## src/rtl/multiplier_lut.sv

```systemverilog
`default_nettype none
// ============================================================================
// Module   : multiplier_lut
// Brief    : 2x2-bit unsigned multiplier from a 16-entry LUT, with a registered
//            product and an optional sticky self-check (MULTIPLIER_LUT_SELFCHECK_EN).
// Revision : 1.0 - initial release
// ============================================================================
module multiplier_lut (
    input  logic       clk,
    input  logic       rst_n,
    input  logic [1:0] b,
    input  logic [1:0] a,
    output logic [3:0] z,
    output logic [3:0] z_q,
    output logic       chk_err
);

    // Entry i lives at bits [4*i +: 4]; index is {a,b}, entry 15 is the MSB nibble.
    localparam logic [63:0] c_lut = {
        4'd9, 4'd6, 4'd3, 4'd0,
        4'd6, 4'd4, 4'd2, 4'd0,
        4'd3, 4'd2, 4'd1, 4'd0,
        4'd0, 4'd0, 4'd0, 4'd0
    };

    logic [5:0] w_lut_base;
    logic [1:0] r_rst_sync;
    logic       w_run;
    logic [3:0] r_z_q;

    assign w_lut_base = {a, b, 2'b00};
    assign z          = c_lut[w_lut_base +: 4];

    always_ff @(posedge clk or negedge rst_n) begin
        if (!rst_n) begin
            r_rst_sync <= 2'b00;
        end else begin
            r_rst_sync <= {r_rst_sync[0], 1'b1};
        end
    end

    // Capture is released once the first stage sees reset gone, so the first
    // product lands on the second rising edge after release.
    assign w_run = |r_rst_sync;

    always_ff @(posedge clk or negedge rst_n) begin
        if (!rst_n) begin
            r_z_q <= 4'h0;
        end else if (w_run) begin
            r_z_q <= z;
        end
    end

    assign z_q = r_z_q;

`ifdef MULTIPLIER_LUT_SELFCHECK_EN
    logic [3:0] w_arith;
    logic       r_chk_err;

    assign w_arith = {2'b00, a} * {2'b00, b};

    always_ff @(posedge clk or negedge rst_n) begin
        if (!rst_n) begin
            r_chk_err <= 1'b0;
        end else if (w_run && (z != w_arith)) begin
            r_chk_err <= 1'b1;
        end
    end

    assign chk_err = r_chk_err;
`else
    assign chk_err = 1'b0;
`endif

endmodule
`default_nettype wire

```

## config.mk

```make
export PLATFORM = sky130hd
export DESIGN_NAME = multiplier_lut
export DESIGN_NICKNAME = d
export VERILOG_FILES = /design/src/rtl/multiplier_lut.sv
export SDC_FILE = /design/constraint.sdc
export NUM_CORES = 1
export LEC_CHECK = 0
export ABC_AREA = 1
export ABC_CLOCK_PERIOD_IN_PS = 1100
export BUFFER_PORTS_ARGS = -buffer_cell sky130_fd_sc_hd__buf_2
export CAP_MARGIN = 20
export CELL_PAD_IN_SITES_DETAIL_PLACEMENT = 1
export CELL_PAD_IN_SITES_GLOBAL_PLACEMENT = 2
export CORE_UTILIZATION = 21
export DETAILED_ROUTE_END_ITERATION = 10
export HOLD_SLACK_MARGIN = 0.06
export PLACE_DENSITY_LB_ADDON = 0.1
export SKIP_CTS_REPAIR_TIMING = 1
export SLEW_MARGIN = 40
export SYNTH_ARGS = -nofsm -noshare
export SYNTH_HDL_FRONTEND = slang
export SYNTH_SLANG_ARGS = --single-unit
```

## constraint.sdc

```tcl
create_clock -name clk -period 1.1 [get_ports clk]
set_input_delay 0.275 -clock clk [delete_from_list [all_inputs] [get_ports clk]]
set_output_delay 0.275 -clock clk [all_outputs]
set_load 0.05 [all_outputs]
```

# Word level (Yosys, flattened, before mapping)
# Index checks and enable logic that the tools add are counted.
# totals
register_bits	6
inputBits	6
out_inout_bits	9
word_cells	4
# op_classes
shift	1
n_reduce_logical	1
# ops
operator	count
64-bit by 7-bit indexed part select with 4-bit output, first input constant	1
2-bit OR reduction	1

# Logic depth before layout (Yosys ltp)
# logic_depth
word_depth	1
mapped_depth	6
depth_no_buf	6

# Worst setup path before layout
# OpenSTA, ideal clock, no wires.
# synth_path
path_kind	input to output
from	input port b[0]
to	output port z[1]
arrival_time_ns	1.126
t_required_ns	0.825
slack_ns	-0.301
path_stages	4
n_path_buf	0
cell_sequence	inv_1 -> ha_1 -> nand3_1 -> and3_1
# synth_between
elab_chain_len	1
# synth_rtl
item	line_no	source
start: declaration	11	input logic [1:0] b,
64-bit by 7-bit indexed part select with 4-bit output	32	assign z = c_lut[w_lut_base +: 4];
end: declaration	13	output logic [3:0] z,
# No other way between the ends.

# Worst setup path in the final report
# Ends and elaborated chain as after synthesis.

==> flow_summary.ini <==
[setup_path]
worst_setup_path_end_kind = primary output
required_ns = 0.82
crit_fanout = 3
worst_path_most_repeated_cell = buf_8
startpoint_type = input port
reg2reg_depth = 4
cpPeakStageDelay_ns = 0.19
cp.arrival_ns = 1.00
crit_chain = buf_8 -> inv_4 -> ha_4 -> nand3_2 -> and3_4 -> buf_8
crit_slowest_cell = ha_4
reg2reg_setup_slack_ns = 0.19
setup.worst_path.class = input port to primary output

[routing]
first_pass_iters = 1
wl_per_cell_um = 10.82
drc_errors = 0
viasPerCell = 4.354
ant_nets = 0
wirelength_um = 887
via_count = 357
drtIter0Drc = 0

[timing]
hold_violations = 0
slew_violations = 0
fmax_mhz = 783.8
period_share_pct = 116.0
finalSetupViolCount = 4
setup-tns-final_ns = -0.4483
layout_min_cycle_time_ns = 1.276
timing.final.ws_setup_ns = -0.1758
clock_skew_ns = 0.003378
rsz0062_at_grt = yes

[status]
violations = setup timing
status = finished with violations

[power_and_ir_drop]
powerDensity_nw_per_um2 = 1122
pwr-share-seq_pct = 35.6
vdd_ir_drop_max_mv = 0.6008
p_leak_uw = 0.0003410
comb_power_share_pct = 35.6
p_sw_uw = 224.9
switching_share_pct = 32.62
power.internal_uw = 464.4
p_clk_share_pct = 28.9

[global_route]
grt_pass1_wl_mm = 1.269
grt_pass1_vias = 300
grt_antenna_before_repair = 0
grt.overflow.total = 0
grt_max_degree = 7
track_usage_pct = 11.91

[cts]
cts_tree = yes
clockBufferDepth = 2
cts_buffers = 3
ctsHtreeMaxLevel = 1
ctsRootBufferMaster = clkbuf_4
clkSlewWorstSetupHoldPaths_ns = 0.05
clock_latency_ns = 0.24
cts.sinks = 6

[die]
row_count = 13
dieArea_um2 = 1686
initial_core_util_pct = 23.44
die_w_um = 41.06
die_h_um = 41.06
ios = 15
core_um2 = 1366

[hold_path]
hold_depth = 3
hold_path_class = input port to flop

[placed_design]
post-place-ws_ns = -0.3069
hpwlAfterDp_um = 712.7
place_congestion = 0.6796
portBuffers = 13
place_inst = 76

[synth]
ys_ff_latch = 6
synth_cell_types = 11
synthesis.area_um2 = 320.3
yosysSeqAreaShare_pct = 46.88
synthCells = 41
yosys_warnings = 0
synth_fp_nets = 49
postSynthAreaPerCell_um2 = 7.812

[final_layout]
n_fill_cell = 177
synthToLayoutAreaGrowth_pct = 91.80
drive_above_1_share_pct = 50.75
layout.cells.non_filler = 82
n_antenna_cell = 0
finalNetCount = 77

[flow_run]
drv_cap = 0
[flip-flops by register name (all words and copies together), names as in the netlist]
signal	flops
z_q	4
r_rst_sync	2
[worst max-delay path, delay by kind of cell]
kind,cells,cell delay [ns]
fa+ha+maj,1,0.19
buf+inv,3,0.29
simple gates,2,0.24
[cell type report]
cell class | instances | area [µm²] | area share (%)
repair buffers | 24 | 222.7 | 36.25
multi-input cells | 25 | 163.9 | 26.68
flip-flops and latches | 6 | 150.1 | 24.44
inverters | 9 | 36.28 | 5.906
clock buffers | 3 | 22.52 | 3.666
well taps | 15 | 18.77 | 3.055
[Yosys cell counts]
master | n | area share (%)
nand3_1 | 2 | 3.1
o21ai_0 | 2 | 3.1
or2_1 | 1 | 2.0
dfrtp_1 | 6 | 47
and3_1 | 2 | 3.9
buf_4 | 1 | 2.3
nand4_1 | 2 | 3.9
conb_1 | 2 | 2.3
inv_1 | 9 | 11
nand2_1 | 12 | 14
ha_1 | 2 | 7.8
[placed cells by master (no fill, tap or decap), drive strengths merged]
cell	instances
dlygate4sd3	1
nand3	2
o21ai	2
nand4	2
clkbuf	3
or2	1
buf	23
conb	2
ha	2
dfrtp	6
and3	2
inv	9
nand2	12
[per-layer routing]
metal  track usage (%)  wire, µm  vias up
met5                 0         0        -
li1                  -         -      175
met4             2.500         0        0
met3             4.891        34        0
met2             19.92       476       11
met1             14.05       376      171
[worst paths after layout]
path	startpoint	to
worst min register to register	r_rst_sync[0]	r_rst_sync[1]
worst max register to register	r_rst_sync[0]	z_q[0]
worst min-delay path	a[1]	z_q[2]
min in group asynchronous	rst_n	z_q[2]
worst max-delay path	b[0]	z[1]
max in group asynchronous	rst_n	z_q[1]
[through the flow]
stage,total power [µW],instance area [µm²],utilization [%],hold slack (ns)
finish,689.3,614.3,44.96,0.3508
detailed placement,442.5,484.2,35.44,0.1077
global placement,436.7,484.2,35.44,0.09758
CTS,645.9,506.7,37.09,-0.1485
global route,734.4,614.3,44.96,0.3748
floorplan,372.8,347.8,-,-0.02059
[power by group through the flow]
stage | sequential (µW) | combinational [µW] | clock [µW]
final | 245 | 245 | 199
after global placement | 246 | 191 | 0
after floorplan | 286 | 86.3 | 0
after CTS | 243 | 196 | 206
after detailed placement | 246 | 196 | 0
after global routing | 246 | 263 | 224
[kinds of logic after synthesis]
group,after synthesis,synth area share (%)
simple gates,19,26.95
other cells,2,2.345
buf+inv,10,12.89
fa+ha+maj,2,7.811
compound gates,2,3.125
flops,6,46.87
Power figures use the tool's default switching activity.
